**src/rtl/spi_master.sv**
```systemverilog
// SPI master with per-device selects, CPOL/CPHA, selectable bit order and a
// one-deep transmit holding register so that consecutive bytes run with no gap.
//
//   state | meaning
//   IDLE  | no byte in flight; SCK parked at CPOL, MOSI high, control writes accepted
//   SHIFT | one byte in flight (16 SCK edges); a further byte may wait in the holding register
module spi_master #(
    parameter int NSS  = 2,
    parameter int HALF = 2
) (
    input  logic           CLK,
    input  logic           RST,
    input  logic           WR_CTRL,
    input  logic           WR_DATA,
    input  logic           RD_ACK,
    input  logic [7:0]     DIN,
    input  logic [NSS-1:0] MISO,
    output logic           MOSI,
    output logic           SCK,
    output logic [NSS-1:0] nSS,
    output logic [7:0]     RXD,
    output logic           RXVALID,
    output logic           BUSY,
    output logic           TXFULL,
    output logic           OVR
);

    localparam int TW = (HALF > 1) ? $clog2(HALF) : 1;
    localparam logic [TW-1:0] T_RELOAD = TW'(HALF - 1);

    typedef enum logic {
        IDLE  = 1'b0,
        SHIFT = 1'b1
    } state_t;

    state_t state, state_nx;

    logic [7:0]     ctrl;
    logic           cpha;
    logic           cpol;
    logic           lsb_first;
    logic [NSS-1:0] mask;
    logic           ctrl_unused;

    logic [TW-1:0]  timer;
    logic [3:0]     edge_cnt;
    logic [7:0]     tx_sr;
    logic [7:0]     rx_sr;
    logic [7:0]     hold;

    logic           sin;
    logic           tick;
    logic           last_edge;
    logic           leading;
    logic           sample;
    logic           present;
    logic           start;
    logic           chain;
    logic           load;
    logic           ctrl_wr;
    logic           ovr_set;
    logic [7:0]     load_byte;
    logic [7:0]     rx_shift;

    function automatic logic first_bit(input logic [7:0] b, input logic lsb);
        return lsb ? b[0] : b[7];
    endfunction

    function automatic logic [7:0] drop_bit(input logic [7:0] b, input logic lsb);
        return lsb ? {1'b0, b[7:1]} : {b[6:0], 1'b0};
    endfunction

    assign cpha        = ctrl[0];
    assign cpol        = ctrl[1];
    assign lsb_first   = ctrl[2];
    assign mask        = ctrl[3+NSS:4];
    assign ctrl_unused = ^ctrl;
    assign nSS         = ~mask;

    assign sin       = |(MISO & mask);
    assign tick      = (state == SHIFT) && (timer == '0);
    assign last_edge = tick && (edge_cnt == 4'd15);
    // edge_cnt counts edges already made, so an even count means the coming edge is odd (leading)
    assign leading   = ~edge_cnt[0];
    assign sample    = tick && (cpha ? !leading : leading);
    assign present   = tick && !last_edge && (cpha ? leading : !leading);

    // A data write wins over a control write in the same IDLE cycle: the engine is busy from then on.
    assign ctrl_wr   = (state == IDLE) && WR_CTRL && !WR_DATA;
    assign start     = (state == IDLE) && WR_DATA;
    assign chain     = last_edge && (TXFULL || WR_DATA);
    assign load      = start || chain;
    assign load_byte = TXFULL ? hold : DIN;
    assign rx_shift  = lsb_first ? {sin, rx_sr[7:1]} : {rx_sr[6:0], sin};
    assign ovr_set   = (WR_DATA && TXFULL) || (last_edge && RXVALID && !RD_ACK);

    always_comb begin
        state_nx = state;
        case (state)
            IDLE:    if (WR_DATA) state_nx = SHIFT;
            SHIFT:   if (last_edge && !(TXFULL || WR_DATA)) state_nx = IDLE;
            default: state_nx = IDLE;
        endcase
    end

    always_ff @(posedge CLK) begin
        if (RST) state <= IDLE;
        else     state <= state_nx;
    end

    always_ff @(posedge CLK) begin
        if (RST) begin
            ctrl     <= 8'h00;
            timer    <= T_RELOAD;
            edge_cnt <= 4'd0;
            tx_sr    <= 8'h00;
            rx_sr    <= 8'h00;
            hold     <= 8'h00;
            SCK      <= 1'b0;
            MOSI     <= 1'b1;
            RXD      <= 8'h00;
            RXVALID  <= 1'b0;
            BUSY     <= 1'b0;
            TXFULL   <= 1'b0;
            OVR      <= 1'b0;
        end else begin
            BUSY <= (state_nx == SHIFT);

            if (ctrl_wr) ctrl <= DIN;

            if (load) begin
                timer    <= T_RELOAD;
                edge_cnt <= 4'd0;
            end else if (tick) begin
                timer    <= T_RELOAD;
                edge_cnt <= edge_cnt + 4'd1;
            end else if (state == SHIFT) begin
                timer    <= timer - 1'b1;
            end

            // Sixteen toggles per byte bring SCK back to CPOL on the completion edge.
            if (state == IDLE) SCK <= ctrl_wr ? DIN[1] : cpol;
            else if (tick)     SCK <= ~SCK;

            if (load) begin
                if (!cpha) begin
                    MOSI  <= first_bit(load_byte, lsb_first);
                    tx_sr <= drop_bit(load_byte, lsb_first);
                end else begin
                    tx_sr <= load_byte;
                end
            end else if (present) begin
                MOSI  <= first_bit(tx_sr, lsb_first);
                tx_sr <= drop_bit(tx_sr, lsb_first);
            end else if (last_edge) begin
                MOSI  <= 1'b1;
            end

            if (load)        rx_sr <= 8'h00;
            else if (sample) rx_sr <= rx_shift;

            // With CPHA=1 the eighth bit is sampled on the completion edge itself.
            if (last_edge) begin
                RXD     <= cpha ? rx_shift : rx_sr;
                RXVALID <= 1'b1;
            end else if (RD_ACK) begin
                RXVALID <= 1'b0;
            end

            if (last_edge) begin
                TXFULL <= 1'b0;
            end else if ((state == SHIFT) && WR_DATA && !TXFULL) begin
                hold   <= DIN;
                TXFULL <= 1'b1;
            end

            if (ctrl_wr)      OVR <= 1'b0;
            else if (ovr_set) OVR <= 1'b1;
        end
    end

endmodule

```
**config.mk**
```make
export PLATFORM = sky130hd
export DESIGN_NAME = spi_master
export DESIGN_NICKNAME = d
export VERILOG_FILES = /design/src/rtl/spi_master.sv
export SDC_FILE = /design/constraint.sdc
export NUM_CORES = 1
export LEC_CHECK = 0
export BUFFER_PORTS_ARGS = -buffer_cell sky130_fd_sc_hd__buf_2
export CORE_ASPECT_RATIO = 0.75
export CORE_MARGIN = 3
export CORE_UTILIZATION = 43
export DETAILED_ROUTE_END_ITERATION = 16
export PLACE_DENSITY = 0.68
export RECOVER_POWER = 50
export SYNTH_ARGS = -nofsm -noshare
export SYNTH_HDL_FRONTEND = slang
export SYNTH_SLANG_ARGS = --single-unit
```
**constraint.sdc**
```tcl
create_clock -name CLK -period 2.35 [get_ports CLK]
set_input_delay 0.47 -clock CLK [delete_from_list [all_inputs] [get_ports CLK]]
set_output_delay 0.47 -clock CLK [all_outputs]
set_load 0.05 [all_outputs]
```
==> summary.md, run 1 <==
| Metric | Value |
|---|---|
| Largest net degree at the start of global routing | 36 |
| Sequential Power Share | 0.536 |
| WL final | 5650 um |
| Worst path slowest cell | a211oi_1 |
| # DRC | 0 |
| RR Startpoint | edge_cnt[0]$_SDFFE_PP0P_ |
| GRT Total Usage | 0.175 |
| First-pass GRT wire length | 9520 um |
| Worst R2R End | tx_sr[3]$_SDFFE_PP0P_ |
| Clock Power Share | 0.309 |
| Fmax | 500 MHz |
| Hpwl dp | 3970 um |
| Sw Ratio | 0.285 |
| Mapped Cells | 274 |
| # nets final | 316 |
| Worst Setup Path Type | flip-flop to flip-flop |
| Final number of setup-violating endpoints | 0 |
| Max VDD drop | 324 uV |
| Synth Register Bits | 48 |
| Final Slew Violations | 0 |
| FF-to-FF setup slack | 0.35 ns |
| Initial Utilization | 0.459 |
| Area of the core | 5500 um2 |
| Worst skew pair latency | 0.30 ns |
| Leakage | 0.000960 uW |
| Antenna violations before repair | 0 |
| Hold_sp | RXD[1]$_SDFFE_PP0P_ |
| Logic pwr share | 0.155 |
| CP max stage delay | 0.61 ns |
| Port Buffers | 30 |
| Pwr dens | 582 nW/um2 |
| Final antenna-violating net count | 0 |
| Number of global-route vias before repair | 1876 |
| CP cell instances | ha_1 > nand3_1 > a211oi_1 > buf_4 > a22oi_1 > a21oi_1 |
| Hold Crit Class | flip-flop to flip-flop |
| Syn_area_per_cell | 9.21 um2 |
| Synth Net Count | 290 |
| Worst Hold End | RXD[1]$_SDFFE_PP0P_ |
| RSZ-0062 raised after global routing | false |
| Final Util | 0.508 |
| Drt first-iter violations | 121 |
| Worst Tran Pin Value | 0.821 ns |
| Post-CTS Resized | 0 |
| Crit. End Element | flip-flop |
| Fin. Hold Viols | 0 |
| Avg WL per Cell | 15.0 um |
| Period Utilization, post-route | 0.851 |
| Run status | completed |
| Worst path required time | 2.58 ns |
| Worst rel slew slack | 0.453 |
| I/O pin count | 31 |
| Seq. cell area | 961 um2 |
| Setup bufs post-CTS | 0 |
| WP buf/inv | 1 |
| Netlist Area Pre-Place | 2520 um2 |
| Clock Skew | 0.00893 ns |
| Clk root buf | clkbuf_8 |
| Ant diodes | 0 |
| H-tree levels | 2 |
| Netlist cell types | 43 |
| Die area | 6830 um2 |
| Worst-path fanout max | 7 |
| R2R depth | 6 |
| DR vias | 2089 |
| TritonRoute pass-1 iters | 4 |
| Multi-input gate area | 1420 um2 |
| Floorplan row count | 23 |
| Hold Crit Depth | 2 |
| Area Overhead vs Synth | 10.7% |
| Net Sw Power | 463 uW |
| Routability cong. | 0.822 |
| Startpoint types | flip-flop |
| CTS tree | yes |
| Clock Pin Slew Worst Setup and Hold Paths | 0.10 ns |
| Hold Buf Count CTS | 0 |
| Synth Warn # | 0 |
| Layout cells sized above 1 | 0.186 |
| Congestion Overflow GR | 0 |
| Internal power | 1160 uW |
| Post-synthesis sequential area ratio | 0.381 |
| DR vias/cell | 5.56 |
| Fill cell count | 519 |
| Clock sink total | 48 |
| Chip Width | 94.4 um |
| Delay-heaviest family, CP | compound AO/OA/AOI/OAI gates |
| Post-route setup TNS | 0 ns |
| MaxCap Viol Count | 0 |
| Clock Path Buffers | 2 |
| CTS buffer count | 5 |
| Min cycle time layout | 2.00 ns |
| Worst EP arrival | 2.23 ns |
| Chip Height | 72.3 um |
registers in the layout (all words and copies together), names as in the netlist:
name / flops
RXVALID: 1
RXD: 8
timer: 1
hold: 8
edge_cnt: 4
BUSY: 1
TXFULL: 1
ctrl: 5
tx_sr: 8
rx_sr: 8
OVR: 1
MOSI: 1
SCK: 1
synthesized netlist by cell type (all sizes together):
master,instances,area [um2]
dfxtp,48,961
nor2,33,124
a21oi,27,135
nand2,22,82.6
mux2i,21,210
mux2,18,221
buf,13,78.8
nand3,12,60.1
a211oi,10,80.1
clkbuf,8,30.0
a22oi,7,52.6
mux4,7,158
inv,6,22.5
o211ai,6,45.0
nand2b,5,31.3
o21ai,5,25.0
xor2,3,26.3
nor3,2,10.0
nor3b,2,20.0
xnor2,2,17.5
a211o,1,8.76
a31oi,1,6.26
a32o,1,10.0
a32oi,1,8.76
a41oi,1,8.76
and2,1,6.26
and3,1,6.26
clkinv,1,3.75
ha,1,12.5
nand3b,1,7.51
nand4,1,6.26
nor2b,1,6.26
o2111a,1,11.3
o2111ai,1,8.76
o21bai,1,7.51
o22ai,1,6.26
or2,1,6.26
worst register-to-register path, stage by stage (launching register included):
cell and delay (ns):
dfxtp_1 0.41, ha_1 0.19, nand3_1 0.21, a211oi_1 0.61
buf_4 0.26, a22oi_1 0.09, a21oi_1 0.17
how the worst max path moves through the flow:
stage	startpoint	endpoint	slack (ns)	cells after the start
finish	edge_cnt[0]$_SDFFE_PP0P_	tx_sr[3]$_SDFFE_PP0P_	0.35	6
global placement	edge_cnt[0]$_SDFFE_PP0P_	timer$_SDFFE_PP1P_	0.45	5
floorplan	TXFULL$_SDFFE_PP0P_	tx_sr[2]$_SDFFE_PP0P_	0.34	5
global route	edge_cnt[0]$_SDFFE_PP0P_	tx_sr[3]$_SDFFE_PP0P_	0.18	6
detailed placement	edge_cnt[0]$_SDFFE_PP0P_	timer$_SDFFE_PP1P_	0.36	5
CTS	edge_cnt[0]$_SDFFE_PP0P_	timer$_SDFFE_PP1P_	0.34	5
area by class of cell:
class,instances,area share
clock buffer,5,0.0247
tap,75,0.0336
multi-input combinational,198,0.507
clock inverter,3,0.00852
inverter,7,0.00941
timing repair buffer,40,0.0722
sequential,48,0.344
per-stage QoR:
step           power, uW  hold slack, ns  cells  setup slack [ns]  cell area, um2
3_5_place_dp        1140           0.442    368             0.362            2730
4_1_cts             1650           0.448    376             0.336            2830
5_1_grt             1710           0.447    376             0.178            2790
6_report            1620           0.453    376             0.349            2790
2_1_floorplan       1080           0.449    274             0.343            2520
3_3_place_gp        1140           0.440    368             0.454            2730
cells by family after synthesis:
group           count (synthesis)  share of synthesized area
compound gates                 64                      0.164
mux                            46                      0.234
simple gates                   82                      0.145
fa+ha+maj                       1                    0.00496
buf+inv                        28                     0.0536
flops                          48                      0.381
xor+xnor                        5                     0.0174
cell usage in the layout, fill, tap and decap left out, types with 3 or more instances in the layout:
cell type  count
mux2_2        13
a211oi_1      10
dfxtp_1       48
o21ai_0        5
clkbuf_8       5
o211ai_1       6
a21oi_1       27
buf_4          9
inv_1          6
nand3_1       12
mux2_4         5
a22oi_1        7
nand2b_1       5
clkbuf_1      17
mux2i_1       21
nor2_1        33
xor2_1         3
mux4_2         7
buf_2         14
nand2_1       22
metal layers:
metal,vias to the layer above,wire length (um),track usage
met5,-,0,0
met4,0,23,0.0433
met3,2,284,0.0394
met2,50,2430,0.244
met1,998,2910,0.272
li1,1039,-,-
power by group through the flow:
stage	Combinational (uW)	Sequential [uW]	Clock [uW]
after floorplan	183	897	0
after global placement	251	889	0
after detailed placement	254	889	0
after CTS	256	871	525
after global routing	275	875	558
final	252	871	502
Power figures use the tool's default switching activity.
==> run 2, diff against run 1 <==
--- a/config.mk
+++ b/config.mk
@@ -7,3 +7,2 @@
 export LEC_CHECK = 0
-export BUFFER_PORTS_ARGS = -buffer_cell sky130_fd_sc_hd__buf_2
 export CORE_ASPECT_RATIO = 0.75
@@ -12,3 +11,4 @@
 export DETAILED_ROUTE_END_ITERATION = 16
-export PLACE_DENSITY = 0.68
+export DONT_BUFFER_PORTS = 1
+export PLACE_DENSITY = 0.66
 export RECOVER_POWER = 50
--- a/constraint.sdc
+++ b/constraint.sdc
@@ -3,2 +3,2 @@
 set_output_delay 0.47 -clock CLK [all_outputs]
-set_load 0.05 [all_outputs]
+set_load 0.01 [all_outputs]
==> summary.md, run 2 (same netlist as run 1, synthesis figures left out) <==
| Metric | Value |
|---|---|
| Logic pwr share | 0.110 (-0.045) |
| Fin. Hold Viols | 0 (unchanged) |
| First-pass GRT wire length | 9290 um (-2.5%) |
| Largest net degree at the start of global routing | 37 (+2.8%) |
| # nets final | 285 (-9.8%) |
| CTS buffer count | 5 (unchanged) |
| Layout cells sized above 1 | 0.152 (-0.0336) |
| R2R depth | 5 (-1) |
| Ant diodes | 0 (unchanged) |
| MaxCap Viol Count | 0 (unchanged) |
| Clock Path Buffers | 2 (unchanged) |
| Period Utilization, post-route | 0.890 (+0.0388) |
| Floorplan row count | 23 (unchanged) |
| Hold_sp | RST |
| Drt first-iter violations | 157 (+30%) |
| Sw Ratio | 0.227 (-0.0582) |
| Max VDD drop | 354 uV (+9.3%) |
| Die area | 6830 um2 (unchanged) |
| Hold Buf Count CTS | 0 (unchanged) |
| Area after DPL | 2570 um2 (-5.8%) |
| Slack of the critical path | 0.258 ns (-0.0912 ns) |
| Startpoint types | flip-flop |
| Setup bufs post-CTS | 0 (unchanged) |
| DR vias/cell | 5.67 (+2.1%) |
| Congestion Overflow GR | 0 (unchanged) |
| Final Util | 0.491 (-0.0173) |
| FF-to-FF setup slack | 0.26 ns (-0.09 ns) |
| Clock sink total | 48 (unchanged) |
| Crit. End Element | flip-flop |
| Worst Tran Pin Value | 0.805 ns (-0.0159 ns) |
| Design Area, Final | 2700 um2 (-3.4%) |
| Worst path required time | 2.59 ns (about the same) |
| RSZ-0062 raised after global routing | false |
| Pre-CTS WS | 0.301 ns (-0.0604 ns) |
| Worst rel slew slack | 0.463 (+0.0106) |
| Post-CTS Resized | 0 (unchanged) |
| H-tree levels | 2 (unchanged) |
| WP buf/inv | 0 (-1) |
| Worst Setup Path Type | flip-flop to flip-flop |
| Commonest non-fill, non-tap cell in the layout | dfxtp_1 |
| Fmax | 478 MHz (-4.4%) |
| DR vias | 1952 (-6.6%) |
| Chip Width | 94.4 um (unchanged) |
| CP cell instances | ha_1 > nand3_1 > a211o_1 > nand2b_1 > o21bai_1 |
| Pwr dens | 652 nW/um2 (+12%) |
| Worst-path fanout max | 13 (+6) |
| Worst skew pair latency | 0.30 ns (about the same) |
| Final Slew Violations | 0 (unchanged) |
| Clock Skew | 0.00289 ns (-0.00604 ns) |
| RR Startpoint | edge_cnt[0]$_SDFFE_PP0P_ |
| Hold Crit Depth | 1 (-1) |
| Area of the core | 5500 um2 (unchanged) |
| Avg WL per Cell | 16.4 um (+8.9%) |
| Worst path slowest cell | a211o_1 |
| Routability cong. | 0.824 (+0.32%) |
| Min cycle time layout | 2.09 ns (+0.0912 ns) |
| Run status | completed |
| Worst EP arrival | 2.33 ns (+0.10 ns) |
| Clock Power Share | 0.392 (+0.083) |
| # DRC | 0 (unchanged) |
| Port Buffers | 0 (-100%) |
| Clk root buf | clkbuf_8 |
| Net Sw Power | 399 uW (-14%) |
| TritonRoute pass-1 iters | 4 (unchanged) |
| Number of global-route vias before repair | 1819 (-3.0%) |
| Post-route setup TNS | 0 ns (unchanged) |
| Delay-heaviest family, CP | simple AND/OR/NAND/NOR gates |
| Clock Pin Slew Worst Setup and Hold Paths | 0.09 ns (about the same) |
| Worst Hold End | RXVALID$_SDFFE_PP0P_ |
| GRT Total Usage | 0.173 (-0.00247) |
| Hpwl dp | 3970 um (+0.16%) |
| Initial Utilization | 0.459 (unchanged) |
| Worst R2R End | timer$_SDFFE_PP1P_ |
| WL final | 5630 um (-0.34%) |
| Hold Crit Class | primary input to flip-flop |
| Sequential Power Share | 0.498 (-0.038) |
| Final antenna-violating net count | 0 (unchanged) |
| Internal power | 1360 uW (+17%) |
| Antenna violations before repair | 0 (unchanged) |
| CP max stage delay | 0.50 ns (-0.11 ns) |
| Most frequent cells in the layout | 48 x dfxtp_1, 33 x nor2_1, 27 x a21oi_1 |
| Chip Height | 72.3 um (unchanged) |
| Area Overhead vs Synth | 6.90% |
| Final number of setup-violating endpoints | 0 (unchanged) |
| CTS tree | yes |
| I/O pin count | 31 (unchanged) |
| Leakage | 0.000904 uW (-5.8%) |
==> run 2: how the worst max path moves through the flow <==
stage,startpoint,to,slack (ns),cells after the start
3_5_place_dp,edge_cnt[0]$_SDFFE_PP0P_,timer$_SDFFE_PP1P_,0.30,5
3_3_place_gp,edge_cnt[0]$_SDFFE_PP0P_,timer$_SDFFE_PP1P_,0.34,5
6_report,edge_cnt[0]$_SDFFE_PP0P_,timer$_SDFFE_PP1P_,0.26,5
2_1_floorplan,ctrl[2]$_SDFFE_PP0P_,tx_sr[2]$_SDFFE_PP0P_,0.66,6
4_1_cts,edge_cnt[0]$_SDFFE_PP0P_,timer$_SDFFE_PP1P_,0.26,5
5_1_grt,edge_cnt[0]$_SDFFE_PP0P_,timer$_SDFFE_PP1P_,0.13,5
==> run 2: layout make-up <==
cell class	count	area [um2]
inverters	7	26.3
multi-input cells	198	1430
clock inverters	2	60.1
flip-flops and latches	48	961
repair buffers	9	60.1
well taps	75	93.8
clock buffers	5	68.8
fillers	521	2800
==> run 2: metrics by stage <==
stage	power (uW)	cells	hold WS [ns]
floorplan	1060	274	0.449
global placement	1080	337	0.463
detailed placement	1080	337	0.467
CTS	1780	344	0.212
global route	1830	344	0.210
finish	1760	344	0.226
==> run 2: worst reg2reg max path, cell delays in order (launching register included) <==
cell and delay, ns:
dfxtp_1 0.43, ha_1 0.20, nand3_1 0.24, a211o_1 0.50
nand2b_1 0.47, o21bai_1 0.19
==> run 2: routing by layer <==
| metal | track usage | up-vias | part of all wire |
|---|---|---|---|
| met4 | 0.0465 | 0 | 0.011 |
| met3 | 0.0446 | 9 | 0.063 |
| met2 | 0.236 | 53 | 0.41 |
| met5 | 0 | - | 0 |
| met1 | 0.267 | 918 | 0.51 |
| li1 | - | 972 | - |
==> run 2: power by group through the flow <==
| stage | combinational (uW) | clock, uW | sequential [uW] |
|---|---|---|---|
| after floorplan | 178 | 0 | 879 |
| after detailed placement | 192 | 0 | 893 |
| after global placement | 189 | 0 | 893 |
| after CTS | 193 | 712 | 875 |
| final | 193 | 689 | 875 |
| after global routing | 211 | 742 | 880 |
==> run 3, diff against run 2 <==
- BUFFER_PORTS_ARGS: unset -> -buffer_cell sky130_fd_sc_hd__buf_2
- CAP_MARGIN: unset -> 25
- DONT_BUFFER_PORTS: 1 -> unset
- PLACE_DENSITY: 0.66 -> 0.7
- clock period: 2.35 -> 2.4 ns (I/O delays scaled with it)
==> summary.md, run 3 (same netlist as run 1, synthesis figures left out) <==
| Metric | Value |
|---|---|
| Worst Setup Path Type | flip-flop to flip-flop |
| # nets final | 316 (+11%) |
| Leakage | 0.000985 uW (+9.0%) |
| Hold Buf Count CTS | 0 (unchanged) |
| Drt first-iter violations | 141 (-10%) |
| DR vias | 2063 (+5.7%) |
| Area Overhead vs Synth | 12.3% |
| Initial Utilization | 0.459 (unchanged) |
| CP cell instances | ha_1 > nand3_1 > a211o_1 > nand2b_1 > nor2_1 |
| Worst rel slew slack | 0.446 (-0.0175) |
| CTS buffer count | 5 (unchanged) |
| Die area | 6830 um2 (unchanged) |
| Logic pwr share | 0.128 (+0.018) |
| DR vias/cell | 5.50 (-3.1%) |
| Pwr dens | 621 nW/um2 (-4.8%) |
| Avg WL per Cell | 15.3 um (-6.5%) |
| Worst path required time | 2.57 ns (-0.02 ns) |
| Floorplan row count | 23 (unchanged) |
| Delay-heaviest family, CP | simple AND/OR/NAND/NOR gates |
| Worst Tran Pin Value | 0.831 ns (+0.0263 ns) |
| Chip Height | 72.3 um (unchanged) |
| Clk root buf | clkbuf_8 |
| Setup bufs post-CTS | 0 (unchanged) |
| Chip Width | 94.4 um (unchanged) |
| Routability cong. | 0.794 (-3.7%) |
| Congestion Overflow GR | 0 (unchanged) |
| Internal power | 1340 uW (-1.3%) |
| TritonRoute pass-1 iters | 4 (unchanged) |
| CTS tree | yes |
| Worst skew pair latency | 0.30 ns (about the same) |
| Max VDD drop | 323 uV (-8.8%) |
| Final antenna-violating net count | 0 (unchanged) |
| First-pass GRT wire length | 9380 um (+1.0%) |
| Worst EP arrival | 2.20 ns (-0.13 ns) |
| Worst hold slack | 0.452 ns (+0.226 ns) |
| Port Buffers | 30 (+30) |
| Final number of setup-violating endpoints | 0 (unchanged) |
| Run status | completed |
| Worst path slowest cell | a211o_1 |
| Antenna violations before repair | 0 (unchanged) |
| Clock Power Share | 0.386 (-0.006) |
| Clock Pin Slew Worst Setup and Hold Paths | 0.09 ns (about the same) |
| Startpoint types | flip-flop |
| Period Utilization, post-route | 0.846 (-0.0444) |
| Area of the core | 5500 um2 (unchanged) |
| Crit. End Element | flip-flop |
| Fmax | 493 MHz (+3.1%) |
| Post-CTS Resized | 0 (unchanged) |
| Sw Ratio | 0.237 (+0.0102) |
| Sequential Power Share | 0.486 (-0.012) |
| GRT Total Usage | 0.174 (+0.000994) |
| Layout cells sized above 1 | 0.187 (+0.0343) |
| H-tree levels | 2 (unchanged) |
| Commonest non-fill, non-tap cell in the layout | dfxtp_1 |
| Most frequent cells in the layout | 48 x dfxtp_1, 33 x nor2_1, 27 x a21oi_1 |
| Clock Skew | 0.00643 ns (+0.00355 ns) |
| Clock sink total | 48 (unchanged) |
| Worst-path fanout max | 13 (unchanged) |
| Largest net degree at the start of global routing | 36 (-2.7%) |
| Clock Path Buffers | 2 (unchanged) |
| RSZ-0062 raised after global routing | false |
| Number of global-route vias before repair | 1850 (+1.7%) |
| Post-route setup TNS | 0 ns (unchanged) |
| Hold Crit Class | flip-flop to flip-flop |
| Min cycle time layout | 2.03 ns (-0.0620 ns) |
| MaxCap Viol Count | 0 (unchanged) |
| I/O pin count | 31 (unchanged) |
| CP max stage delay | 0.50 ns (about the same) |
| WL final | 5740 um (+1.9%) |
| Fin. Hold Viols | 0 (unchanged) |
| Net Sw Power | 417 uW (+4.5%) |
| # DRC | 0 (unchanged) |
| WP buf/inv | 0 (unchanged) |
| Ant diodes | 0 (unchanged) |
| Hpwl dp | 4060 um (+2.2%) |
| Final Slew Violations | 0 (unchanged) |
run 3: cell types whose count changed in the layout (fill, tap and decap cells not counted):
cell,before,now
buf_2,0,14
clkbuf_1,2,17
nor3b_2,1,0
nor3b_1,1,2
buf_4,7,9
run 3: metal layers:
| metal | part of all wire | global-route usage | wire length [um] | vias up |
|---|---|---|---|---|
| li1 | - | - | - | 1039 |
| met2 | 0.42 | 0.246 | 2430 | 48 |
| met4 | 0.011 | 0.0529 | 62 | 0 |
| met1 | 0.52 | 0.266 | 2970 | 969 |
| met5 | 0 | 0 | 0 | - |
| met3 | 0.048 | 0.0321 | 277 | 7 |
run 3: area by class of cell:
| class | count | area (um2) |
|---|---|---|
| inverters | 7 | 26.3 |
| well taps | 75 | 93.8 |
| fillers | 502 | 2660 |
| clock inverters | 2 | 60.1 |
| flip-flops and latches | 48 | 961 |
| multi-input cells | 198 | 1420 |
| repair buffers | 40 | 201 |
| clock buffers | 5 | 68.8 |
run 3: path summary, 6_finish.rpt:
check	start	endpoint	slack, ns	depth (start not counted)
worst max-delay path	edge_cnt[0]$_SDFFE_PP0P_	edge_cnt[3]$_SDFFE_PP0P_	0.37	5
worst min register to register	RXD[3]$_SDFFE_PP0P_	RXD[3]$_SDFFE_PP0P_	0.45	2
worst min-delay path	RXD[3]$_SDFFE_PP0P_	RXD[3]$_SDFFE_PP0P_	0.45	2
worst max register to register	edge_cnt[0]$_SDFFE_PP0P_	edge_cnt[3]$_SDFFE_PP0P_	0.37	5
run 3: stage by stage:
stage / util / cell area, um2 / instances / setup WS, ns / total power, uW
after floorplan: - / 2520 / 274 / 0.707 / 1040
after global placement: 0.497 / 2730 / 368 / 0.512 / 1090
after detailed placement: 0.497 / 2730 / 368 / 0.398 / 1100
after CTS: 0.521 / 2860 / 375 / 0.360 / 1780
after global routing: 0.515 / 2830 / 375 / 0.195 / 1830
final: 0.515 / 2830 / 375 / 0.370 / 1760
run 3: worst min-delay path, delay by kind of cell, from the launching register on:
family / cells / cell delay (ns)
flops: 1 / 0.32
simple gates: 1 / 0.05
compound gates: 1 / 0.05
run 3: power by group through the flow:
| stage | combinational (uW) | clock (uW) | sequential, uW |
|---|---|---|---|
| 2_1_floorplan | 175 | 0 | 861 |
| 3_3_place_gp | 223 | 0 | 871 |
| 3_5_place_dp | 227 | 0 | 872 |
| 4_1_cts | 228 | 693 | 854 |
| 5_1_grt | 246 | 724 | 859 |
| 6_report | 225 | 679 | 854 |
